<file path="src/rtl/rv32i_clint_defs.sv">
// Shared CLINT register map, reset constants and address decode.
// The software headers and the testbench use the same offsets.
package rv32i_clint_defs;

    localparam logic [31:0] CLINT_MSIP        = 32'h0000_0000;
    localparam logic [31:0] CLINT_MTIMECMP_LO = 32'h0000_4000;
    localparam logic [31:0] CLINT_MTIMECMP_HI = 32'h0000_4004;
    localparam logic [31:0] CLINT_MTIME_LO    = 32'h0000_BFF8;
    localparam logic [31:0] CLINT_MTIME_HI    = 32'h0000_BFFC;

    localparam logic [63:0] MTIMECMP_RESET = 64'hFFFF_FFFF_FFFF_FFFF;

    typedef enum logic [2:0] {
        SEL_NONE,
        SEL_MSIP,
        SEL_CMP_LO,
        SEL_CMP_HI,
        SEL_MTIME_LO,
        SEL_MTIME_HI
    } reg_sel_e;

    // Byte address to register; the low two bits never select anything.
    function automatic reg_sel_e decode_addr(input logic [31:0] addr);
        logic [31:0] word;
        word = addr & ~32'h3;
        case (word)
            CLINT_MSIP:        return SEL_MSIP;
            CLINT_MTIMECMP_LO: return SEL_CMP_LO;
            CLINT_MTIMECMP_HI: return SEL_CMP_HI;
            CLINT_MTIME_LO:    return SEL_MTIME_LO;
            CLINT_MTIME_HI:    return SEL_MTIME_HI;
            default:           return SEL_NONE;
        endcase
    endfunction

endpackage

</file>
<file path="src/rtl/rv32i_clint_if.sv">
// Single-cycle memory-mapped slave port: strobe in, ack with read data one cycle later.
interface rv32i_clint_if #(
    parameter int ADDR_W = 16
);
    logic              stb;
    logic              we;
    logic [ADDR_W-1:0] addr;
    logic [31:0]       wdata;
    logic              ack;
    logic [31:0]       rdata;

    modport master (output stb, we, addr, wdata, input ack, rdata);
    modport slave  (input stb, we, addr, wdata, output ack, rdata);
endinterface

</file>
<file path="src/rtl/rv32i_clint_timer.sv">
// Prescaler plus 64-bit MTIME with per-half software load; frozen while i_halt is high.
module rv32i_clint_timer #(
    parameter int PRESCALE = 1
) (
    input  logic        i_clk,
    input  logic        i_rst,
    input  logic        i_halt,
    input  logic        i_load_lo,
    input  logic        i_load_hi,
    input  logic [31:0] i_load_data,
    output logic [63:0] o_mtime
);
    localparam int PS_W = (PRESCALE > 1) ? $clog2(PRESCALE) : 1;
    localparam logic [PS_W-1:0] PS_LAST = PS_W'(PRESCALE - 1);

    logic [PS_W-1:0] ps_q, ps_d;
    logic [63:0]     mtime_q, mtime_d;
    logic            tick;

    always_comb begin
        // NOTE: every variable gets its default before any condition, so no path leaves one unassigned and no latch is inferred.
        tick    = !i_halt && (ps_q == PS_LAST);
        ps_d    = ps_q;
        mtime_d = tick ? mtime_q + 64'd1 : mtime_q;
        if (!i_halt) begin
            ps_d = tick ? '0 : ps_q + 1'b1;
        end
        // A software load suppresses this cycle's increment and any carry between halves.
        if (i_load_lo || i_load_hi) begin
            mtime_d = mtime_q;
        end
        if (i_load_lo) begin
            mtime_d[31:0] = i_load_data;
        end
        if (i_load_hi) begin
            mtime_d[63:32] = i_load_data;
        end
    end

    // NOTE: state updates use non-blocking assignments so every flop samples the pre-edge values.
    always_ff @(posedge i_clk or posedge i_rst) begin
        if (i_rst) begin
            ps_q    <= '0;
            mtime_q <= '0;
        end else begin
            ps_q    <= ps_d;
            mtime_q <= mtime_d;
        end
    end

    assign o_mtime = mtime_q;
endmodule

</file>
<file path="src/rtl/rv32i_clint.sv">
// Core-local interruptor: bus decode, MSIP, MTIMECMP, timer compare and registered IRQ outputs.
module rv32i_clint
    import rv32i_clint_defs::*;
#(
    parameter int PRESCALE = 1,
    parameter int ADDR_W   = 16
) (
    input  logic         i_clk,
    input  logic         i_rst,
    input  logic         i_halt,
    rv32i_clint_if.slave bus,
    output logic         o_software_interrupt,
    output logic         o_timer_interrupt
);
    logic [ADDR_W-1:0] addr;
    reg_sel_e          sel;
    logic              wr, rd;
    logic [63:0]       mtime;

    logic        msip_q, msip_d;
    logic [63:0] cmp_q, cmp_d;
    logic        ack_q, ack_d;
    logic [31:0] rdata_q, rdata_d;
    logic        tirq_q, tirq_d;

    assign addr = bus.addr;
    assign sel  = decode_addr(32'(addr));
    assign wr   = bus.stb && bus.we;
    assign rd   = bus.stb && !bus.we;

    rv32i_clint_timer #(.PRESCALE(PRESCALE)) u_timer (
        .i_clk       (i_clk),
        .i_rst       (i_rst),
        .i_halt      (i_halt),
        .i_load_lo   (wr && (sel == SEL_MTIME_LO)),
        .i_load_hi   (wr && (sel == SEL_MTIME_HI)),
        .i_load_data (bus.wdata),
        .o_mtime     (mtime)
    );

    always_comb begin
        msip_d  = msip_q;
        cmp_d   = cmp_q;
        ack_d   = bus.stb;
        rdata_d = '0;
        tirq_d  = (mtime >= cmp_q);
        if (wr) begin
            case (sel)
                SEL_MSIP:   msip_d        = bus.wdata[0];
                SEL_CMP_LO: cmp_d[31:0]   = bus.wdata;
                SEL_CMP_HI: cmp_d[63:32]  = bus.wdata;
                default:    ;
            endcase
        end
        // Read data is the register value in the strobe cycle, presented with the ack.
        if (rd) begin
            case (sel)
                SEL_MSIP:     rdata_d = {31'b0, msip_q};
                SEL_CMP_LO:   rdata_d = cmp_q[31:0];
                SEL_CMP_HI:   rdata_d = cmp_q[63:32];
                SEL_MTIME_LO: rdata_d = mtime[31:0];
                SEL_MTIME_HI: rdata_d = mtime[63:32];
                default:      rdata_d = '0;
            endcase
        end
    end

    always_ff @(posedge i_clk or posedge i_rst) begin
        if (i_rst) begin
            msip_q  <= 1'b0;
            cmp_q   <= MTIMECMP_RESET;
            ack_q   <= 1'b0;
            rdata_q <= '0;
            tirq_q  <= 1'b0;
        end else begin
            msip_q  <= msip_d;
            cmp_q   <= cmp_d;
            ack_q   <= ack_d;
            rdata_q <= rdata_d;
            tirq_q  <= tirq_d;
        end
    end

    assign bus.ack              = ack_q;
    assign bus.rdata            = rdata_q;
    assign o_software_interrupt = msip_q;
    assign o_timer_interrupt    = tirq_q;
endmodule
</file>
<file path="src/flat_wrapper.sv">
// flat-port wrapper written by rule: the top's interface ports become plain ports
module rv32i_clint_flat import rv32i_clint_defs::*;
#(
    parameter int PRESCALE = 1,
    parameter int ADDR_W   = 16
)
  (i_clk, i_rst, i_halt, o_software_interrupt, o_timer_interrupt, bus_stb, bus_we, bus_addr, bus_wdata, bus_ack, bus_rdata);
  rv32i_clint_if #(.ADDR_W(ADDR_W)) bus_i ();
  input  logic i_clk;
  input  logic i_rst;
  input  logic i_halt;
  output logic o_software_interrupt;
  output logic o_timer_interrupt;
  input wire logic [$bits(bus_i.stb)-1:0] bus_stb;
  input wire logic [$bits(bus_i.we)-1:0] bus_we;
  input wire logic [$bits(bus_i.addr)-1:0] bus_addr;
  input wire logic [$bits(bus_i.wdata)-1:0] bus_wdata;
  output wire logic [$bits(bus_i.ack)-1:0] bus_ack;
  output wire logic [$bits(bus_i.rdata)-1:0] bus_rdata;
  assign bus_i.stb = bus_stb;
  assign bus_i.we = bus_we;
  assign bus_i.addr = bus_addr;
  assign bus_i.wdata = bus_wdata;
  assign bus_ack = bus_i.ack;
  assign bus_rdata = bus_i.rdata;
  rv32i_clint #(.PRESCALE(PRESCALE), .ADDR_W(ADDR_W)) u_core (.i_clk(i_clk), .i_rst(i_rst), .i_halt(i_halt), .bus(bus_i), .o_software_interrupt(o_software_interrupt), .o_timer_interrupt(o_timer_interrupt));
endmodule
</file>
<file path="config.mk">
export PLATFORM = sky130hd
export DESIGN_NAME = rv32i_clint_flat
export DESIGN_NICKNAME = d
export VERILOG_FILES = /design/src/rtl/rv32i_clint_defs.sv /design/src/rtl/rv32i_clint_if.sv /design/src/rtl/rv32i_clint_timer.sv /design/src/rtl/rv32i_clint.sv /design/src/flat_wrapper.sv
export SDC_FILE = /design/constraint.sdc
export NUM_CORES = 1
export LEC_CHECK = 0
export BUFFER_PORTS_ARGS = -buffer_cell sky130_fd_sc_hd__buf_4
export CAP_MARGIN = 20
export CORE_MARGIN = 3
export CORE_UTILIZATION = 35
export DETAILED_ROUTE_END_ITERATION = 16
export MAX_ROUTING_LAYER = met4
export SLEW_MARGIN = 40
export SYNTH_ARGS = -nofsm -noshare
export SYNTH_HDL_FRONTEND = slang
export SYNTH_SLANG_ARGS = --single-unit
</file>
<file path="constraint.sdc">
create_clock -name i_clk -period 5.8 [get_ports i_clk]
set_clock_uncertainty 0.2 [all_clocks]
set_input_delay 0.58 -clock i_clk [delete_from_list [all_inputs] [get_ports i_clk]]
set_output_delay 0.58 -clock i_clk [all_outputs]
set_load 0.01 [all_outputs]
</file>
==> results of run 1 <==
[placed cells by master, fill, tap and decap left out, drive strengths merged, types with 46 or more instances in the layout]
cell type	n
o21ai	125
nor2	63
inv	80
dfrtp	100
nand2	154
buf	105
a21oi	64
dfstp	64
ha	65
and2	46
[kinds of logic (layout without fill, tap and decap cells)]
kind of cell             count (synthesis)  in the layout  synth area share [%]
AO/OA/AOI/OAI                          333            333                  20.3
flip-flops                             164            164                  41.8
AND/OR/NAND/NOR                        403            403                  20.0
XOR/XNOR                                 8              8                 0.701
multiplexers                            33             33                  3.34
adder cells (fa/ha/maj)                 65             65                  8.13
buffers and inverters                  146            216                  5.71
[area by class of cell]
cell class	instances	area [um^2]
clock buffers	21	460
clock inverters	11	128
fillers	2822	16300
inverters	79	302
multi-input cells	842	5330
flip-flops and latches	164	4180
well taps	378	473
repair buffers	105	796
[report_power, final]
group	internal (mW)	switching, mW
clock	0.660	0.499
sequential	1.17	0.0416
combinational	0.0788	0.122
[state kept, by name, indices dropped and copies added, names as in the netlist]
| signal | count |
|---|---|
| u_core.bus.rdata | 32 |
| u_core.u_timer.ps_q | 1 |
| u_core.o_timer_interrupt | 1 |
| u_core.u_timer.o_mtime | 64 |
| u_core.cmp_q | 64 |
| u_core.o_software_interrupt | 1 |
| u_core.bus.ack | 1 |
[worst paths after layout]
| path | end | slack, ps | cells after the start | from |
|---|---|---|---|---|
| max | u_core.u_timer.o_mtime[42] | 2110 | 10 | bus_addr[14] |
| min | u_core.bus.rdata[27] | 60 | 2 | i_rst |
| max reg2reg | u_core.u_timer.o_mtime[34] | 2810 | 7 | u_core.u_timer.o_mtime[10] |
| min reg2reg | u_core.u_timer.ps_q | 290 | 1 | u_core.u_timer.ps_q |
| max in group asynchronous | u_core.u_timer.o_mtime[49] | 4240 | 3 | i_rst |
| min in group i_clk | u_core.bus.ack | 70 | 1 | bus_stb |
[metal layers]
metal | up-vias | GRT usage [%] | wire length, um
met5 | - | - | 0
met4 | 0 | 4.06 | 314
met3 | 26 | 3.30 | 1180
met2 | 203 | 31.4 | 13800
met1 | 4303 | 27.2 | 13700
li1 | 4291 | - | -
[synth_stat cells (2+ instances only)]
master	count	area [um^2]
o311ai_0	16	140
nor2_1	63	236
dfrtp_1	100	2500
or4_1	4	30.0
a211oi_1	8	60.1
mux2_2	3	33.8
a21oi_1	64	320
dfstp_2	64	1680
a31oi_1	15	93.8
xor2_1	8	70.1
and4_1	5	43.8
nand3_1	38	190
a32oi_1	6	52.6
ha_1	65	813
o22ai_1	34	213
buf_1	6	22.5
nor4_1	15	93.8
nor3_2	2	20.0
or3b_1	2	17.5
inv_1	79	297
nand2_1	154	578
or3_1	5	31.3
nor4_4	2	42.5
a22oi_1	7	52.6
nand4_1	38	238
mux2i_1	30	300
o211ai_1	22	165
o21ai_0	123	616
and3_1	14	87.6
buf_2	17	85.1
nor3_1	7	35.0
o21bai_1	2	15.0
a41oi_1	3	26.3
o21ai_1	2	10.0
a21o_1	7	52.6
and2_1	45	282
a222oi_1	2	20.0
o21a_1	4	30.0
o311ai_1	10	87.6
nand2b_1	4	25.0
clkbuf_1	43	161
a221o_1	3	30.0
[worst max-delay path, stage by stage]
cell	delay, ps
buf_4	120
nand4b_1	200
or4_2	950
buf_4	350
nor3_4	170
buf_4	400
nor2_2	250
buf_4	270
o21bai_1	170
a221o_1	300
[per-stage QoR]
stage                     power [mW]  utilization, %  setup slack [ps]  instance area, um^2  std cells
after floorplan                 1.33               -               693                10000       1152
after global placement          1.42            39.5              1650                11000       1566
after detailed placement        1.43            39.6              1610                11100       1567
after CTS                       2.59            41.7              2060                11700       1599
after global routing            2.67            41.8              1970                11700       1600
final                           2.57            41.8              2110                11700       1600
==> flow_summary_export.csv, run 1 <==
group,metric,value,unit
status,status,"completed",
floorplanning,initial_core_util,35.8,%
floorplanning,fp.coreArea,0.0279,mm^2
power_and_ir_drop,p_leak,5.47,nW
clocking,clock-root-buffer,"clkbuf_16",
grt,grt_antenna_before_repair,0,
sta,worstMarginPinSlew,733,ps
clocking,cts.reportedPaths.clkPinSlew,70,ps
sta,slew_viol_final,0,
setup_path,critical_path_class,"in2reg",
sta,fmax,271,MHz
power_and_ir_drop,peakVddDrop,0.160,mV
grt,grt.total_usage,19.9,%
synthesis,syn_avg_cell_area,8.68,um^2
synthesis,synth_edf_count,0,
drt,wl_per_cell,18.2,um
clocking,cts_max_level,4,
setup_path,end_kind,"flop",
setup_path,cp-start-kind,"input pin",
grt,grt_pass1_wl,48000,um
sta,hold_slack,62.2,ps
drt,drtIter0Drc,598,
finish,syn_to_final_growth,16.8,%
clocking,postCtsSetupBuffers,0,
sta,tns,0,ps
synthesis,netlist-cell-type-count,53,
synthesis,syn_nets,1270,
clocking,insertion_delay,430,ps
sta,fin_crit_sh,63.6,%
sta,final_hold_viol_count,0,
sta,period_needed,3690,ps
drt,drc,0,
drt,vias,8823,
drt,ant_nets,0,
synthesis,dominantRegCellSynth,"dfrtp_1",
grt,grt_overflow_total,0,
synthesis,synth_seq_area_share,41.8,%
sta,max_slew_margin,51.1,%
job,cap_viol_max_count,0,
synthesis,synthesis.area,0.0100,mm^2
place,place.gp.congestion,0.837,
sta,rsz0062_at_grt,"no",
setup_path,cp_data_required_time,5910,ps
drt,avgViaCountPerCell,5.51,
grt,grt_start_max_net_pins,78,
finish,nNetsFinal,1327,
floorplanning,num_rows,61,
worst_hold_path,min_path_type,"in2async",
floorplanning,die_y,175,um
place,numPortBuffers,85,
synthesis,yosysWarnings,0,
synthesis,ys_ff_latch,164,
clocking,cts_resized,0,
floorplanning,boundaryPins,88,
floorplanning,die_x,175,um
clocking,clkSinkCount,164,
clocking,cts.path.max_buffers,2,
finish,n_antenna_cell,0,
grt,grt_pass1_vias,8698,
clocking,cts_inserted_buffers,17,
sta,setup_violations,0,
drt,drtPass1Iterations,5,
finish,drive_gt1_share,17.9,%
power_and_ir_drop,power_density,220,mW/mm^2
place,hpwl,20200,um
synthesis,async_flop_share,100,%
clocking,cts_hold_buf,0,
clocking,cts_tree,"done",
drt,finalWirelength,29100,um
setup_path,crit_arrival,3810,ps
synthesis,syn_inst,1152,
setup_path,cp_max_fo,33,
floorplanning,die-area,0.0306,mm^2
No activity file was read; power rests on OpenSTA's default activity.
==> run 2, diff against run 1 <==
- ABC_AREA: not set -> 1
- clock period: 5.8 -> 3.1 ns (I/O delays scaled with it)
==> run 2 against run 1 <==
Against the previous run:
- clock power rose by 89%
- critical path type is now reg2reg
- worst hold slack better by 47 ps
- critical path depth decreased by 1
==> flow_summary_export.csv, run 2 <==
group,metric,value,unit
grt,grt_start_max_net_pins,97,
floorplanning,initial_core_util,35.7,%
setup_path,cp-start-kind,"flop",
place,dp.cells,2173,
finish,final_cells,2240,
grt,grt_pass1_wl,63200,um
setup_path,r2r_end,"u_core.u_timer.o_mtime[32]",
sta,final_hold_viol_count,0,
sta,tns,0,ps
power_and_ir_drop,finalPower,5.24,mW
place,place.gp.congestion,0.986,
setup_path,cp_slowest_cell,"dfrtp_1",
clocking,clock-root-buffer,"clkbuf_16",
finish,drive_gt1_share,12.9,%
synthesis,synth_edf_count,0,
clocking,postCtsSetupBuffers,0,
synthesis,yosysTopAreaCell,"dfrtp_1",
sta,fin_ws,556,ps
setup_path,r2r_cells,9,
synthesis,synth_seq_area_share,36.8,%
sta,slew_viol_final,0,
finish,layout_common_cells,"nand2_1 (522), nor2_1 (226), inv_1 (191)",
clocking,insertion_delay,460,ps
setup_path,cp_top_family,"simple AND/OR/NAND/NOR gates",
floorplanning,die_y,186,um
place,place_ws,643,ps
grt,grt_overflow_total,0,
setup_path,crit_chain,"ha_1 > nand3_1 > inv_1 > nand2_1 > nor2_1 > nand2_1 > xnor2_1 > nand2_1 > o211ai_1",
synthesis,syn_nets,1800,
floorplanning,boundaryPins,88,
drt,ant_nets,0,
worst_hold_path,min_from,"bus_we",
setup_path,crit_arrival,2680,ps
clocking,cts.reportedPaths.clkPinSlew,70,ps
grt,grt_antenna_before_repair,2,
clocking,cts_inserted_buffers,17,
setup_path,cpMostUsedCell,"nand2_1",
synthesis,ys_ff_latch,164,
sta,max_slew_margin,53.6,%
drt,drtPass1Iterations,5,
setup_path,cp.depth,9,
power_and_ir_drop,power_density,389,mW/mm^2
floorplanning,die-area,0.0347,mm^2
synthesis,yosysWarnings,0,
finish,syn_to_final_growth,18.6,%
setup_path,critical_path.endpoint,"u_core.u_timer.o_mtime[32]",
drt,avgViaCountPerCell,5.02,
power_and_ir_drop,p_leak,5.87,nW
synthesis,async_flop_share,100,%
floorplanning,die_x,186,um
floorplanning,num_rows,65,
sta,setup_violations,0,
synthesis,synthTopCellsByCount,"nand2_1 (522), nor2_1 (226), inv_1 (192), nand3_1 (155), o21ai_0 (105)",
setup_path,r2r-start,"u_core.u_timer.o_mtime[0]",
place,numPortBuffers,85,
drt,vias,11200,
setup_path,cp_max_fo,6,
setup_path,cp_data_required_time,3240,ps
drt,finalWirelength,41100,um
drt,wl_per_cell,18.3,um
setup_path,timing.critical_path.slowest_cell_delay,480,ps
setup_path,r2r_slack,560,ps
setup_path,critical_path_class,"reg2reg",
status,status,"completed",
drt,drtIter0Drc,896,
job,cap_viol_max_count,0,
synthesis,dominantRegCellSynth,"dfrtp_1",
clocking,clkSinkCount,164,
power_and_ir_drop,peakVddDrop,0.400,mV
finish,utilization,42.4,%
finish,layout.cells.most_common,"nand2_1",
grt,grt.total_usage,25.0,%
finish,n_antenna_cell,0,
finish,nNetsFinal,1910,
setup_path,critical_path_buf_inv_count,1,
sta,fin_crit_sh,82.1,%
finish,fillerInstances,3371,
sta,period_needed,2540,ps
clocking,cts_max_level,4,
worst_hold_path,min_path_type,"in2reg",
setup_path,critPathLaunch,"u_core.u_timer.o_mtime[0]",
clocking,cts.path.max_buffers,2,
sta,worstMarginPinSlew,695,ps
synthesis,synthesis.area,0.0114,mm^2
grt,grt_pass1_vias,11000,
clocking,cts_tree,"done",
place,hpwl,31300,um
floorplanning,fp.coreArea,0.0318,mm^2
sta,rsz0062_at_grt,"no",
synthesis,yosysTopAreaCellShare,22.0,%
synthesis,syn_avg_cell_area,6.76,um^2
synthesis,syn_inst,1682,
sta,fmax,393,MHz
synthesis,netlist-cell-type-count,40,
synthesis,yosys-top-cells-area,"dfrtp_1 (22%), nand2_1 (17%), dfstp_2 (15%)",
drt,drc,0,
setup_path,end_kind,"flop",
synthesis,synth.most_common_cell,"nand2_1",
==> run 2: changes by cell type in the layout (fill, tap and decap cells not counted), moves of 35 or more <==
cell	change
nor2_1	+166
and2_1	-44
dlygate4sd3_1	+35
o21ai_1	+41
nand3_1	+116
inv_1	+113
nand2_1	+368
==> run 2: kinds of logic after synthesis <==
kind of cell | count (synthesis) | share of synthesized area [%]
AOI/OAI and AO/OA | 208 | 9.72
adders and majority gates | 65 | 7.15
buffers and inverters | 256 | 8.97
DFF | 164 | 36.8
and+or+nand+nor | 956 | 34.8
xor gates and xnor gates | 33 | 2.54
==> run 2: metal layers <==
metal,part of all wire [%],up-vias,GRT usage [%]
met5,0,-,-
met4,1.9,0,6.23
met3,5.1,46,4.32
met2,47,336,39.7
met1,46,5293,33.5
li1,-,5574,-
==> run 2: layout make-up <==
| cell class | instances | area [um^2] | share of cell area, % |
|---|---|---|---|
| Clock buffer | 22 | 474 | 3.52 |
| Clock inverter | 10 | 123 | 0.910 |
| Inverter | 202 | 762 | 5.65 |
| Multi-Input combinational cell | 1262 | 6180 | 45.8 |
| Sequential cell | 164 | 4180 | 31.0 |
| Tap cell | 435 | 544 | 4.04 |
| Timing Repair Buffer | 145 | 1210 | 9.01 |
==> run 2: how the worst min path moves through the flow <==
stage / endpoint / slack, ps / cells after the start
global placement: u_core.cmp_q[11] / 240 / 2
CTS: u_core.o_software_interrupt / 100 / 3
finish: u_core.o_software_interrupt / 110 / 3
floorplan: u_core.bus.ack / 140 / 0
global route: u_core.o_software_interrupt / 130 / 3
detailed placement: u_core.cmp_q[43] / 240 / 2
==> run 2: worst min-delay path: cells and delay by family <==
family / cells / cell delay (ps)
buffers and inverters: 1 / 110
AND/OR/NAND/NOR: 1 / 200
AO/OA/AOI/OAI: 1 / 110
==> run 2: stage by stage <==
step / cell area (um^2) / hold slack, ps
after detailed placement: 12500 / 244
after global routing: 13500 / 128
final: 13500 / 109
after floorplan: 11400 / 141
after global placement: 12500 / 240
after CTS: 13500 / 98.3
==> run 2: report_power, final <==
| part | switching (mW) | total (mW) | leakage [nW] | internal [mW] |
|---|---|---|---|---|
| sequential | 0.117 | 2.32 | 2.03 | 2.21 |
| clock | 0.938 | 2.19 | 0.283 | 1.26 |
| combinational | 0.450 | 0.724 | 3.55 | 0.274 |
==> run 2: what timing repair did <==
item / 4_1_cts / 5_1_grt
hold buffers: 35 / 0
setup endpoints to repair: 0 / 0
resized for setup: 0 / 0
hold endpoints to repair: 207 / 0
